### src/rtl/vga_pkg.sv
// rtl/vga_pkg.sv - shared VGA geometry macros, arbiter state type and pixel helpers.
// Geometry macros may be overridden on the command line before this file.
`ifndef VGA_COLS
`define VGA_COLS 20
`endif
`ifndef VGA_ROWS
`define VGA_ROWS 12
`endif
`ifndef VGA_H_BITS
`define VGA_H_BITS 5
`endif
`ifndef VGA_V_BITS
`define VGA_V_BITS 4
`endif
`ifndef BYTE_BITS
`define BYTE_BITS 8
`endif

package vga_pkg;

  localparam int VGA_H_W    = `VGA_H_BITS;
  localparam int VGA_V_W    = `VGA_V_BITS;
  localparam int VGA_PIXELS = `VGA_COLS * `VGA_ROWS;

  localparam logic [VGA_H_W-1:0] VGA_X_LAST = VGA_H_W'(`VGA_COLS - 1);
  localparam logic [VGA_V_W-1:0] VGA_Y_LAST = VGA_V_W'(`VGA_ROWS - 1);

  typedef enum logic {
    ARB   = 1'b0,
    CLEAR = 1'b1
  } arb_state_t;

  function automatic logic pix_in_range(input logic [VGA_H_W-1:0] x,
                                        input logic [VGA_V_W-1:0] y);
    return (x <= VGA_X_LAST) && (y <= VGA_Y_LAST);
  endfunction

endpackage

### src/rtl/VgaRasterCounter.sv
// rtl/VgaRasterCounter.sv - raster-order x/y counter with explicit wrap and last-pixel flag.
// Shared with the display scanner; wraps by compare, never by overflow.
module VgaRasterCounter
  import vga_pkg::*;
(
  input  logic               clk,
  input  logic               reset,
  input  logic               en,
  output logic [VGA_H_W-1:0] x,
  output logic [VGA_V_W-1:0] y,
  output logic               last
);

  logic x_wrap;
  logic y_wrap;

  assign x_wrap = (x == VGA_X_LAST);
  assign y_wrap = (y == VGA_Y_LAST);
  assign last   = x_wrap && y_wrap;

  always_ff @(posedge clk) begin
    if (!reset) begin
      x <= '0;
      y <= '0;
    end else if (en) begin
      if (x_wrap) begin
        x <= '0;
        y <= y_wrap ? '0 : y + 1'b1;
      end else begin
        x <= x + 1'b1;
      end
    end
  end

endmodule

### src/rtl/vga_buf_wr_arb.sv
// rtl/vga_buf_wr_arb.sv - two-requester frame-buffer write arbiter with full-buffer clear sweep.
// VGA_ARB_RR_EN selects round-robin arbitration; default is fixed priority A over B.
module vga_buf_wr_arb
  import vga_pkg::*;
#(
  parameter logic [`BYTE_BITS-1:0] CLEAR_BYTE = 8'h00
) (
  input  logic                   clk,
  input  logic                   reset,
  input  logic                   a_valid,
  input  logic [`VGA_H_BITS-1:0] a_x,
  input  logic [`VGA_V_BITS-1:0] a_y,
  input  logic [`BYTE_BITS-1:0]  a_byte,
  output logic                   a_ready,
  input  logic                   b_valid,
  input  logic [`VGA_H_BITS-1:0] b_x,
  input  logic [`VGA_V_BITS-1:0] b_y,
  input  logic [`BYTE_BITS-1:0]  b_byte,
  output logic                   b_ready,
  input  logic                   clear_req,
  output logic                   clear_busy,
  output logic                   clear_done,
  output logic                   wr_en,
  output logic [`VGA_H_BITS-1:0] wr_x,
  output logic [`VGA_V_BITS-1:0] wr_y,
  output logic [`BYTE_BITS-1:0]  wr_byte
);

  arb_state_t         state;
  arb_state_t         state_nxt;
  logic               grant_a;
  logic               grant_b;
  logic               sweep_issue;
  logic [VGA_H_W-1:0] cnt_x;
  logic [VGA_V_W-1:0] cnt_y;
  logic               cnt_last;

`ifdef VGA_ARB_RR_EN
  logic favour_b;

  always_ff @(posedge clk) begin
    if (!reset) begin
      favour_b <= 1'b0;
    end else if (grant_a) begin
      favour_b <= 1'b1;
    end else if (grant_b) begin
      favour_b <= 1'b0;
    end
  end
`endif

  // CLEAR stays for the clear_done cycle so requesters see ready only once ARB is back.
  always_comb begin
    state_nxt   = state;
    grant_a     = 1'b0;
    grant_b     = 1'b0;
    sweep_issue = 1'b0;
    case (state)
      ARB: begin
        if (clear_req) begin
          state_nxt = CLEAR;
        end else begin
`ifdef VGA_ARB_RR_EN
          if (a_valid && (!b_valid || !favour_b)) begin
            grant_a = 1'b1;
          end else if (b_valid) begin
            grant_b = 1'b1;
          end
`else
          if (a_valid) begin
            grant_a = 1'b1;
          end else if (b_valid) begin
            grant_b = 1'b1;
          end
`endif
        end
      end
      CLEAR: begin
        if (clear_done) begin
          state_nxt = ARB;
        end else begin
          sweep_issue = 1'b1;
        end
      end
      default: state_nxt = ARB;
    endcase
  end

  always_ff @(posedge clk) begin
    if (!reset) begin
      state <= ARB;
    end else begin
      state <= state_nxt;
    end
  end

  VgaRasterCounter u_raster (
    .clk   (clk),
    .reset (reset),
    .en    (sweep_issue),
    .x     (cnt_x),
    .y     (cnt_y),
    .last  (cnt_last)
  );

  assign a_ready    = grant_a;
  assign b_ready    = grant_b;
  assign clear_busy = (state == CLEAR);

  always_ff @(posedge clk) begin
    if (!reset) begin
      wr_en      <= 1'b0;
      wr_x       <= '0;
      wr_y       <= '0;
      wr_byte    <= '0;
      clear_done <= 1'b0;
    end else if (sweep_issue) begin
      wr_en      <= 1'b1;
      wr_x       <= cnt_x;
      wr_y       <= cnt_y;
      wr_byte    <= CLEAR_BYTE;
      clear_done <= cnt_last;
    end else if (grant_a) begin
      wr_en      <= pix_in_range(a_x, a_y);
      wr_x       <= a_x;
      wr_y       <= a_y;
      wr_byte    <= a_byte;
      clear_done <= 1'b0;
    end else if (grant_b) begin
      wr_en      <= pix_in_range(b_x, b_y);
      wr_x       <= b_x;
      wr_y       <= b_y;
      wr_byte    <= b_byte;
      clear_done <= 1'b0;
    end else begin
      wr_en      <= 1'b0;
      clear_done <= 1'b0;
    end
  end

endmodule

### config.mk
export PLATFORM = sky130hd
export DESIGN_NAME = vga_buf_wr_arb
export DESIGN_NICKNAME = d
export VERILOG_FILES = /design/src/rtl/vga_pkg.sv /design/src/rtl/VgaRasterCounter.sv /design/src/rtl/vga_buf_wr_arb.sv
export SDC_FILE = /design/constraint.sdc
export NUM_CORES = 1
export LEC_CHECK = 0
export ABC_AREA = 1
export CORE_MARGIN = 10
export CORE_UTILIZATION = 40
export DETAILED_ROUTE_END_ITERATION = 8
export PLACE_DENSITY = 0.73
export SKIP_CTS_REPAIR_TIMING = 1
export SKIP_LAST_GASP = 1
export SLEW_MARGIN = 10
export SYNTH_ARGS = -nofsm -noshare
export SYNTH_HDL_FRONTEND = slang
export SYNTH_SLANG_ARGS = --single-unit
### constraint.sdc
create_clock -name clk -period 1.6 [get_ports clk]
set_input_delay 0.32 -clock clk [delete_from_list [all_inputs] [get_ports clk]]
set_output_delay 0.32 -clock clk [all_outputs]
set_load 0.02 [all_outputs]
### Word level (Yosys, flattened, before mapping)

Index checks and enable logic that the tools add are counted.

| word-level totals | value |
|---|---|
| register bits after elaboration | 29 |
| input port bits | 39 |
| logic and storage cells | 50 |

| cells by class | value |
|---|---|
| $add $sub $neg | 2 |
| order comparisons | 4 |
| equality and inequality tests | 2 |
| mux-type cells | 24 |
| bitwise operators | 2 |
| reductions and logical operators | 8 |

Operator list:

| kind | number |
|---|---|
| two-way mux 5 bit | 4 |
| two-way mux 4 bit | 4 |
| two-way mux 8 bit | 2 |
| two-way mux 1 bit | 13 |
| <= comparator 5 bit, second input constant | 2 |
| <= comparator 4 bit, second input constant | 2 |
| adder 5 x 1 -> 5 bit, second input constant | 1 |
| == test 5 bit, second input constant | 1 |
| adder 4 x 1 -> 4 bit, second input constant | 1 |
| == test 4 bit, second input constant | 1 |
| AND reduction 2 bit | 2 |
| logical AND 1 bit | 3 |
| nonzero test 3 bit | 1 |
| inverter 1 bit | 2 |
| case mux 1 bit (2 select lines) | 1 |
| nonzero test 2 bit | 1 |
| OR reduction 2 bit | 1 |

### Depth between registers and ports, before layout

Gate-level depths: netlist of the first run.

| depth | value |
|---|---|
| word-level depth | 7 |
| depth in mapped cells | 8 |
| depth with buffers taken out | 8 |

### Hierarchy

From an unflattened synthesis of the first run, not the netlist that was laid out.

| unflattened totals | value |
|---|---|
| cells, all modules | 268 |
| area, all modules | 1717.9 um2 |

By module, submodules not included:

| module | instances | cells each | area an instance (um2) |
|---|---|---|---|
| vga_buf_wr_arb | 1 | 204 | 1262.5 |
| VgaRasterCounter | 1 | 64 | 455.4 |

### Worst setup path before layout of the first run

No wires, ideal clock.

| timing | value |
|---|---|
| path type | register to register |
| start | register u_raster.x[0] |
| end | register u_raster.x[2] |
| library setup time | 119 ps |
| arrival | 1176 ps |
| slack | 305 ps |
| cell stages (with the launch flop) | 9 |
| buffers on the path | 0 |
| period minus slack after synthesis | 1295 ps |
| cells stage by stage | dfxtp_1 > ha_1 > nand2_1 > nor3_4 > nand2_1 > nand2_1 > inv_1 > nand2_1 > nor2_1 |

| on the way | value |
|---|---|
| cells in the longest elaborated chain, start to end | 2 |
| elaborated cells on any way between the ends | 3 |
| classes of those cells | 1 x add/sub; 1 x eq/ne; 1 x mux |

RTL lines:

| element | RTL line | RTL |
|---|---|---|
| start, declared | VgaRasterCounter.sv:9 | `output logic [VGA_H_W-1:0] x,` |
| start signal, assigned | VgaRasterCounter.sv:30 | `x <= x + 1'b1;` |
| adder 5 x 1 -> 5 bit or == test 5 bit (tied branches) | VgaRasterCounter.sv:30, VgaRasterCounter.sv:17 |  |
| two-way mux 5 bit * | VgaRasterCounter.sv:26 | `if (x_wrap) begin` |

Every way passes the cells marked *; elsewhere a longest branch is shown, timed or not.
A chain may end at the register's enable or synchronous reset.

### Worst setup path in the final report of the first run

| timing | value |
|---|---|
| start | input port clear_req |
| end | output port b_ready |

| on the way | value |
|---|---|
| cells in the longest elaborated chain, start to end | 2 |

RTL lines:

| element | RTL line | RTL |
|---|---|---|
| start, declared | vga_buf_wr_arb.sv:20 | `input logic clear_req,` |
| two-way mux 1 bit | vga_buf_wr_arb.sv:60 | `if (clear_req) begin` |
| two-way mux 1 bit | vga_buf_wr_arb.sv:58 | `case (state)` |
| end, declared | vga_buf_wr_arb.sv:19 | `output logic b_ready,` |

Every way passes these cells.

==> run summary, run 1 <==
Status: complete, but fails checks
Failing checks: setup timing
Maximum clock frequency: 615 MHz
Leading area contributor after synthesis: dfxtp_1
Reg2Reg Setup Slack: 160 ps
Fraction of layout cells with a size suffix above 1: 0.102
Total track usage: 0.146
Worst Hold Class: reg -> reg
Commonest non-fill, non-tap cell in the layout: nand2_1
DR pass1 iterations: 4
Num rows: 23
IO Count: 61
Hold-critical path endpoint: wr_byte[0]
P_leak: 0.00130 uW
Nets: 372
Synth unique cells: 25
CTS Sinks: 29
Synth top area share: 0.355
Worst Hold Launch: wr_byte[0]
Tmin final: 1630 ps
Starting DRT DRC Count: 144
Placed Area: 0.00236 sq mm
Remaining DRCs: 0
Clock slew at reported path FFs: 70 ps
Worst VDD drop: 590 uV
Vias in the first global route: 1,829
GRT overflow: 0
Post-Synthesis Cells: 258
Starting density of the core: 0.412
Fin area: 0.00248 sq mm
Crit-path cells: clkdlybuf4s50_1 -> nor2_4 -> nand2_1 -> nor2_1 -> dlymetal6s2s_1
Core area: 0.00397 sq mm
Slew Limit Fails: 0
Seq/Total Area, Yosys: 0.355
Post-synthesis register bit count: 29
R2R Path End: u_raster.y[0]
Post-Syn Area: 0.00164 sq mm
Post-Synth Adder-Cell Area: 0.0153
Cell with the largest stage delay on the worst path: clkdlybuf4s50_1
Largest family of logic cells by synthesized area: simple AND/OR/NAND/NOR gates
Root Driver: clkbuf_8
Routed Wire Length: 5040 um
Tot Pwr: 1780 uW
Ant diodes: 0
Mux contribution to synthesized area: 0
I/O Buffers: 60
Commonest non-fill, non-tap cells in the layout: nand2_1, clkdlybuf4s50_1, nand3_1, inv_1, dfxtp_1
CP arrival: 1310 ps
Mapped Avg Cell Area: 6.34 sq um
Worst setup margin: -26.7 ps
Fillcell total: 372
Die Span X: 84.0 um
Total CTS buffers: 5
Max Root-Sink Buffers: 2
Initial antenna violation count: 0
Area Growth Syn to Fin: 51.6%
Post-synthesis net count: 299
Ys Warns: 0
RePlAce Congestion: 0.830
Post-Synth Simple-Gate Area: 0.434
Largest net degree at the start of global routing: 21
Power density cells: 717 mW/mm^2
Worst Clk Skew: 6.89 ps
CTS H-tree lvls: 2
CP Launch Type: input port
Final setup fails: 1
Complex-gate fraction of the synthesized area: 0.0680
Dpl hpwl: 3930 um
Worst-margin pin slew: 293 ps
R2r startpoint: clear_busy
CTS tree: done
Post-DRT Antenna Nets: 0
Worst Path Max Fanout: 3
Via density: 4.84
Period utilization: 1.02
Crit Path Category: in -> out
Hold Vio Cnt, Final: 0
Rel. slew slack: 0.805
Max incr delay on CP: 440 ps
Synth top area cells: dfxtp_1, nand2_1, nand3_1
WHS Path Cells: 2
Routed via count: 1,850
Die height: 84.0 um
Max-cap viol count: 0
Avg WL per Cell: 13.2 um
First-pass GRT wire length: 8710 um
RSZ-0062 raised after global routing: true
CP required: 1280 ps
Die area: 0.00705 sq mm
Clock Latency Late Sink: 280 ps
CP endpoint kind: output port
R2r worst-path depth: 7
Synth Area in XOR/XNOR: 0.00535
==> synthesized netlist by cell type <==
| cell type | number |
|---|---|
| a211oi_1 | 1 |
| a21boi_0 | 1 |
| a21oi_1 | 12 |
| a21oi_2 | 1 |
| buf_1 | 1 |
| buf_2 | 4 |
| buf_4 | 1 |
| buf_6 | 3 |
| clkinv_1 | 1 |
| dfxtp_1 | 29 |
| ha_1 | 2 |
| inv_1 | 32 |
| inv_2 | 3 |
| nand2_1 | 95 |
| nand2_2 | 1 |
| nand3_1 | 33 |
| nand3b_1 | 4 |
| nand4_1 | 3 |
| nor2_1 | 21 |
| nor2_4 | 3 |
| nor3_1 | 1 |
| nor3_4 | 1 |
| o21ai_0 | 2 |
| o21ai_2 | 2 |
| xor2_1 | 1 |
==> worst max-delay path, delay by kind of cell <==
kind | cells | cell delay [ps]
buf+inv | 2 | 690
simple gates | 3 | 300
==> routing by layer <==
metal,wire length [um],track usage
met1,2240,0.177
met5,0,0
met2,2440,0.243
met3,262,0.0430
met4,99,0.0396
==> stage by stage <==
step / setup TNS [ps] / cells / utilization / hold slack [ps] / setup WS [ps]
4_1_cts: -970 / 382 / 0.616 / 464 / -405
6_report: -26.7 / 382 / 0.625 / 463 / -26.7
3_3_place_gp: -2310 / 374 / 0.594 / 450 / -401
3_5_place_dp: -2680 / 374 / 0.594 / 453 / -405
2_1_floorplan: 0 / 258 / - / 463 / 305
5_1_grt: -80.9 / 382 / 0.625 / 484 / -80.9
==> cell type report <==
class                      instances  area, sq um  share of cell area
inverter                          36          138              0.0555
tap                               50         62.6              0.0252
timing repair buffer              75          751               0.303
multi-input combinational        184          863               0.348
clock buffer                       5         68.8              0.0277
clock inverter                     3         17.5             0.00706
sequential                        29          581               0.234
==> kinds of logic (layout without fill, tap and decap cells) <==
logic type	after synthesis	after routing
AO/OA/AOI/OAI	19	19
XOR/XNOR	1	1
adder cells (fa/ha/maj)	2	2
buffers and inverters	45	119
flip-flops	29	29
AND/OR/NAND/NOR	162	162
==> state kept, by name (all words and copies together), names as in the netlist <==
register    count
u_raster.x      5
wr_byte         8
clear_busy      1
wr_en           1
wr_y            4
wr_x            5
clear_done      1
u_raster.y      4
==> worst max path at each step <==
stage	start	endpoint	slack (ps)	depth (start not counted)
6_report	clear_req	b_ready	-30	5
5_1_grt	clear_req	b_ready	-80	5
4_1_cts	clear_req	b_ready	-410	5
3_5_place_dp	clear_req	b_ready	-410	5
3_3_place_gp	clear_req	b_ready	-400	5
2_1_floorplan	u_raster.x[0]	u_raster.x[2]	310	8
==> power by group <==
part           total [uW]  internal, uW  switching (uW)
sequential            768           751            16.7
combinational         413           210             202
clock                 598           299             298
total                1780          1260             518
Note: power is estimated with default switching activity, not from simulation.
==> run 2: changes to the inputs <==
--- a/config.mk
+++ b/config.mk
@@ -5,11 +5,9 @@
 export SDC_FILE = /design/constraint.sdc
 export NUM_CORES = 1
 export LEC_CHECK = 0
-export ABC_AREA = 1
-export CORE_MARGIN = 10
 export CORE_UTILIZATION = 40
 export DETAILED_ROUTE_END_ITERATION = 8
-export PLACE_DENSITY = 0.73
+export PLACE_DENSITY = 0.75
 export SKIP_CTS_REPAIR_TIMING = 1
 export SKIP_LAST_GASP = 1
 export SLEW_MARGIN = 10
==> run 2 against run 1 <==
  * The run still ends with setup timing left
  * Critical path depth decreased by 2
  * Register-to-register slack is essentially flat
  * Critical endpoint unchanged
  * First-iteration DRC count shrank 48%
  * Combinational power rose by 4%
==> run summary, run 2 <==
CP arrival: 1290 ps (-20 ps)
Slew Limit Fails: 0 (unchanged)
Starting DRT DRC Count: 75 (-48%)
Worst setup margin: -11.6 ps (+15.1 ps)
Post-synth EDFFs: 0 (unchanged)
Worst Hold Launch: u_raster.x[1]
CP endpoint kind: output port
Total CTS buffers: 5 (unchanged)
Status: complete, but fails checks
Post-DRT Antenna Nets: 0 (unchanged)
Synth top area cells: dfxtp_1, nand2_1, nand3b_1
I/O Buffers: 60 (unchanged)
Clock Latency Late Sink: 280 ps (about the same)
Power density cells: 738 mW/mm^2 (+2.9%)
Initial antenna violation count: 0 (unchanged)
CTS H-tree lvls: 2 (unchanged)
Die area: 0.00411 sq mm (-42%)
Synth top area share: 0.376 (+0.0216)
Leading area contributor after synthesis: dfxtp_1
Dpl hpwl: 3280 um (-16%)
Post-Syn Area: 0.00154 sq mm (-5.7%)
R2r worst-path depth: 4 (-3)
IO Count: 61 (unchanged)
Ys async rst share: 0 (unchanged)
Dpl ws: -470 ps (-65.1 ps)
Largest net degree at the start of global routing: 21 (unchanged)
Area Growth Syn to Fin: 59.1%
Post-Synthesis Cells: 185 (-28%)
Tmin final: 1610 ps (-15.1 ps)
Die Span X: 64.1 um (-24%)
Top_reg_cell synth: dfxtp_1
DR pass1 iterations: 4 (unchanged)
Root Driver: clkbuf_8
Worst VDD drop: 480 uV (-19%)
Num rows: 22 (-4.3%)
Post-synthesis register bit count: 29 (unchanged)
Worst hold slack: 498 ps (+35.1 ps)
Total track usage: 0.223 (+0.0768)
Worst Path Max Fanout: 3 (unchanged)
Commonest cells post-synth: dfxtp_1, nand2_1, a21oi_1
Commonest non-fill, non-tap cells in the layout: clkdlybuf4s50_1, dfxtp_1, nand2_1, buf_4, a21oi_1
Synth unique cells: 35 (+40%)
Largest regs: wr_byte: 8 flops, u_raster.x: 5 flops, wr_x: 5 flops
Crit-path cells: clkdlybuf4s50_1 -> nor4b_2 -> dlymetal6s2s_1
Remaining DRCs: 0 (unchanged)
Most common cell in the netlist: dfxtp_1
Hold Vio Cnt, Final: 0 (unchanged)
Largest register FFs: 8 (unchanged)
Hold-critical path endpoint: u_raster.x[1]
Failing checks: setup timing
Final setup fails: 1 (unchanged)
CP Launch Type: input port
Nets: 303 (-19%)
Worst-margin pin slew: 339 ps (+46.1 ps)
R2R Path End: u_raster.x[3]
Maximum clock frequency: 620 MHz (+0.94%)
Most flops, register: wr_byte
WHS Path Cells: 2 (unchanged)
Reg2Reg Setup Slack: 160 ps (about the same)
Rel. slew slack: 0.774 (-0.0304)
CP top delay family: buffers and inverters
Cell with the largest stage delay on the worst path: clkdlybuf4s50_1
CP required: 1280 ps (about the same)
Via density: 5.43 (+12%)
R2r startpoint: clear_busy
Tot Pwr: 1810 uW (+1.8%)
RePlAce Congestion: 0.802 (-3.4%)
Mapped Avg Cell Area: 8.34 sq um (+31%)
Fraction of layout cells with a size suffix above 1: 0.141 (+0.0388)
RSZ-0062 raised after global routing: true
Avg WL per Cell: 13.9 um (+5.7%)
GRT overflow: 0 (unchanged)
Starting density of the core: 0.418 (+0.00615)
Worst Hold Class: reg -> reg
CTS tree: done
Clock slew at reported path FFs: 60 ps (about the same)
Commonest non-fill, non-tap cell in the layout: clkdlybuf4s50_1
Routed Wire Length: 4320 um (-14%)
Die height: 64.1 um (-24%)
Worst Path Buf+Inv: 2 (unchanged)
Max incr delay on CP: 450 ps (about the same)
Ant diodes: 0 (unchanged)
Max-cap viol count: 0 (unchanged)
Ys Warns: 0 (unchanged)
First-pass GRT wire length: 7040 um (-19%)
Core area: 0.00369 sq mm (-7.1%)
Period utilization: 1.01 (-0.00944)
Max Root-Sink Buffers: 2 (unchanged)
Seq/Total Area, Yosys: 0.376 (+0.0216)
Post-synthesis net count: 226 (-24%)
Vias in the first global route: 1,540 (-16%)
CTS Sinks: 29 (unchanged)
Worst Clk Skew: 4.42 ps (-2.47 ps)
P_leak: 0.000947 uW (-27%)
Routed via count: 1,682 (-9.1%)
Crit Path Category: in -> out
[run 2: logic make-up (layout without fill, tap and decap cells)]
kind of cell               Yosys count  in the layout  share of synthesized area
and+or+nand+nor                     66             66                      0.239
AOI/OAI and AO/OA                   64             64                      0.274
DFF                                 29             29                      0.376
buffers and inverters               16             93                     0.0422
muxes                                8              8                     0.0519
adders and majority gates            2              2                     0.0162
[run 2: stage by stage]
| stage | setup TNS, ps | util | cell area (sq um) | instances |
|---|---|---|---|---|
| floorplan | 0 | - | 1550 | 185 |
| global placement | -4300 | 0.639 | 2360 | 303 |
| CTS | -1110 | 0.663 | 2440 | 310 |
| finish | -11.6 | 0.666 | 2450 | 310 |
| detailed placement | -4770 | 0.639 | 2360 | 303 |
| global route | -107 | 0.666 | 2450 | 310 |
[run 2: how the worst max path moves through the flow]
stage / from / slack [ps] / cells past startpoint / end
2_1_floorplan: clear_busy / 130 / 5 / wr_byte[0]
5_1_grt: a_valid / -110 / 3 / b_ready
3_3_place_gp: clear_req / -450 / 3 / b_ready
4_1_cts: clear_req / -480 / 3 / b_ready
6_report: a_valid / -10 / 3 / b_ready
3_5_place_dp: clear_req / -470 / 3 / b_ready
[run 2: worst register-to-register path, cell delays in order, from the launching register on]
cell	delay (ps)
dfxtp_1	390
buf_4	190
nand3b_1	140
or3_1	380
a221oi_1	260
[run 2: per-layer routing]
layer  share of wire  track usage
met1            0.47        0.298
met2            0.45        0.335
met5               0            0
met4          0.0097       0.0833
met3           0.069       0.0661
[run 2: power by group]
part	switching [uW]	internal (uW)
clock network	263	340
registers	20.1	758
logic	194	235
total	477	1330
[run 2: cell type report]
cell class	instances	area [sq um]
clock buffer	7	86.3
fill	340	1230
inverter	3	11.3
multi-input combinational	140	913
sequential	29	581
tap	48	60.1
timing repair buffer	83	803
==> run 3: changes to the inputs <==
--- a/config.mk
+++ b/config.mk
@@ -7,7 +7,7 @@
 export LEC_CHECK = 0
 export CORE_UTILIZATION = 40
 export DETAILED_ROUTE_END_ITERATION = 8
-export PLACE_DENSITY = 0.75
+export PLACE_DENSITY = 0.78
 export SKIP_CTS_REPAIR_TIMING = 1
 export SKIP_LAST_GASP = 1
 export SLEW_MARGIN = 10
==> run 3 against run 2 <==
  * Worst setup slack worse by 47 ps
  * Clock-buffer cell count stayed put
  * Core utilization is 0.27 points lower
  * Routed wire length is 2.8% higher
  * Critical path type unchanged
  * Critical path depth stayed put
  * Final area is 0.41% lower
  * The run still ends with setup timing left
  * Highest routed layer unchanged
  * Flip-flop and latch count stayed put
==> run summary, run 3 (synthesis gave the netlist of run 2 again) <==
Worst setup margin: -58.4 ps (-46.8 ps)
CP arrival: 1340 ps (+50 ps)
Die height: 64.1 um (unchanged)
CTS H-tree lvls: 2 (unchanged)
Worst-margin pin slew: 339 ps (+0.593 ps)
Clk pwr share: 0.354 (+0.021)
Post-DRT Antenna Nets: 0 (unchanged)
DR pass1 iterations: 4 (unchanged)
CTS tree: done
Total CTS buffers: 5 (unchanged)
Initial antenna violation count: 0 (unchanged)
Crit-path cells: clkdlybuf4s50_1 -> nor4b_2 -> clkbuf_2
Status: complete, but fails checks
Final setup fails: 1 (unchanged)
CP Capture Point: b_ready
Max incr delay on CP: 480 ps (+30 ps)
Power Internal: 1380 uW (+3.6%)
RSZ-0062 raised after global routing: true
Root Driver: clkbuf_8
Fin util: 0.663 (-0.00271)
Largest regs: wr_byte: 8 flops, u_raster.x: 5 flops, wr_x: 5 flops
Most flops, register: wr_byte
Avg WL per Cell: 14.3 um (+2.8%)
CP Launch Type: input port
Core area: 0.00369 sq mm (unchanged)
Hold Vio Cnt, Final: 0 (unchanged)
Dpl hpwl: 3290 um (+0.47%)
Sequential share of power: 0.416 (-0.014)
CTS Sinks: 29 (unchanged)
Worst Path Max Fanout: 3 (unchanged)
Cell with the largest stage delay on the worst path: clkdlybuf4s50_1
Fin area: 0.00244 sq mm (-0.41%)
Worst Clk Skew: 3.54 ps (-0.885 ps)
Area Growth Syn to Fin: 58.5%
Ant diodes: 0 (unchanged)
Rel. slew slack: 0.774 (about the same)
Routed Wire Length: 4450 um (+2.8%)
Vias in the first global route: 1,468 (-4.7%)
Nets: 302 (-0.33%)
Dpl ws: -499 ps (-28.5 ps)
Die area: 0.00411 sq mm (unchanged)
Commonest non-fill, non-tap cell in the layout: clkdlybuf4s50_1
Switching pwr: 491 uW (+2.9%)
Slew Limit Fails: 0 (unchanged)
Failing checks: setup timing
Max-cap viol count: 0 (unchanged)
Largest register FFs: 8 (unchanged)
Crit Path Category: in -> out
Period utilization: 1.04 (+0.0293)
R2R Path End: u_raster.x[3]
Num rows: 22 (unchanged)
Power density cells: 766 mW/mm^2 (+3.8%)
CP required: 1280 ps (about the same)
Die Span X: 64.1 um (unchanged)
Remaining DRCs: 0 (unchanged)
I/O Buffers: 60 (unchanged)
Via density: 5.30 (-2.3%)
Largest net degree at the start of global routing: 21 (unchanged)
CP endpoint kind: output port
Placed Cells: 302 (-0.33%)
Fraction of layout cells with a size suffix above 1: 0.160 (+0.0191)
Starting density of the core: 0.418 (unchanged)
RePlAce Congestion: 0.825 (+2.8%)
IO Count: 61 (unchanged)
Commonest non-fill, non-tap cells in the layout: clkdlybuf4s50_1, nand2_1, dfxtp_1, buf_4, a21oi_1
Clock slew at reported path FFs: 60 ps (about the same)
Worst VDD drop: 592 uV (+23%)
First-pass GRT wire length: 7020 um (-0.28%)
GRT overflow: 0 (unchanged)
Placed Area: 0.00234 sq mm (-0.85%)
Max Root-Sink Buffers: 2 (unchanged)
Tmin final: 1660 ps (+46.8 ps)
Worst Hold Class: reg -> reg
P_leak: 0.000925 uW (-2.4%)
CP Launch Point: clear_req
Maximum clock frequency: 603 MHz (-2.8%)
Total track usage: 0.222 (-0.000501)
Reg2Reg Setup Slack: 140 ps (-20 ps)
R2r worst-path depth: 4 (unchanged)
R2r startpoint: clear_busy
Combinational share of power: 0.230 (-0.007)
Final Non-Filler Cells: 310 (unchanged)
Net Sw Frac: 0.262 (-0.00122)
Routed via count: 1,644 (-2.3%)
Clock Latency Late Sink: 280 ps (about the same)
Fin Setup TNS: -58.4 ps (-46.8 ps)
Starting DRT DRC Count: 58 (-23%)
-- run 3: cell types whose count changed in the layout (fill, tap and decap cells not counted), sizes merged --
cell	delta
clkbuf	+2
clkinv	+1
dlymetal6s2s	-2
buf	-2
clkdlybuf4s50	+1
-- run 3: how the worst min path moves through the flow --
stage / startpoint / to / slack [ps] / cells past startpoint
after floorplan: u_raster.x[1] / u_raster.x[1] / 450 / 2
after global placement: u_raster.x[1] / u_raster.x[1] / 470 / 2
after global routing: u_raster.x[1] / u_raster.x[1] / 520 / 2
after CTS: u_raster.x[1] / u_raster.x[1] / 500 / 2
after detailed placement: u_raster.x[1] / u_raster.x[1] / 470 / 2
final: u_raster.x[0] / u_raster.x[0] / 490 / 2
-- run 3: metal layers --
metal | wire, um | global-route usage | vias up
li1 | - | - | 840
met1 | 2130 | 0.296 | 751
met2 | 1990 | 0.332 | 44
met3 | 252 | 0.0661 | 9
met4 | 81 | 0.0917 | 0
met5 | 0 | 0 | -
-- run 3: metrics by stage --
step / total power, uW / hold slack [ps]
2_1_floorplan: 984 / 449
3_3_place_gp: 1220 / 465
3_5_place_dp: 1220 / 473
4_1_cts: 1890 / 501
5_1_grt: 1960 / 518
6_report: 1870 / 492
-- run 3: final cells by class --
class	count	area [sq um]
Multi-Input combinational cell	140	917
Tap cell	48	60.1
Clock inverter	1	5.00
Inverter	3	11.3
Clock buffer	7	96.3
Sequential cell	29	582
Timing Repair Buffer	82	773
Fill cell	321	1240
-- run 3: power by group through the flow --
| stage | Sequential [uW] | Clock, uW | Combinational, uW |
|---|---|---|---|
| CTS | 778 | 683 | 430 |
| global route | 782 | 718 | 461 |
| finish | 778 | 662 | 431 |
| global placement | 792 | 0 | 425 |
| detailed placement | 794 | 0 | 427 |
| floorplan | 829 | 0 | 155 |
-- run 3: worst max-delay path, delay by kind of cell --
family,cells,cell delay [ps]
simple gates,1,320
buf+inv,2,700
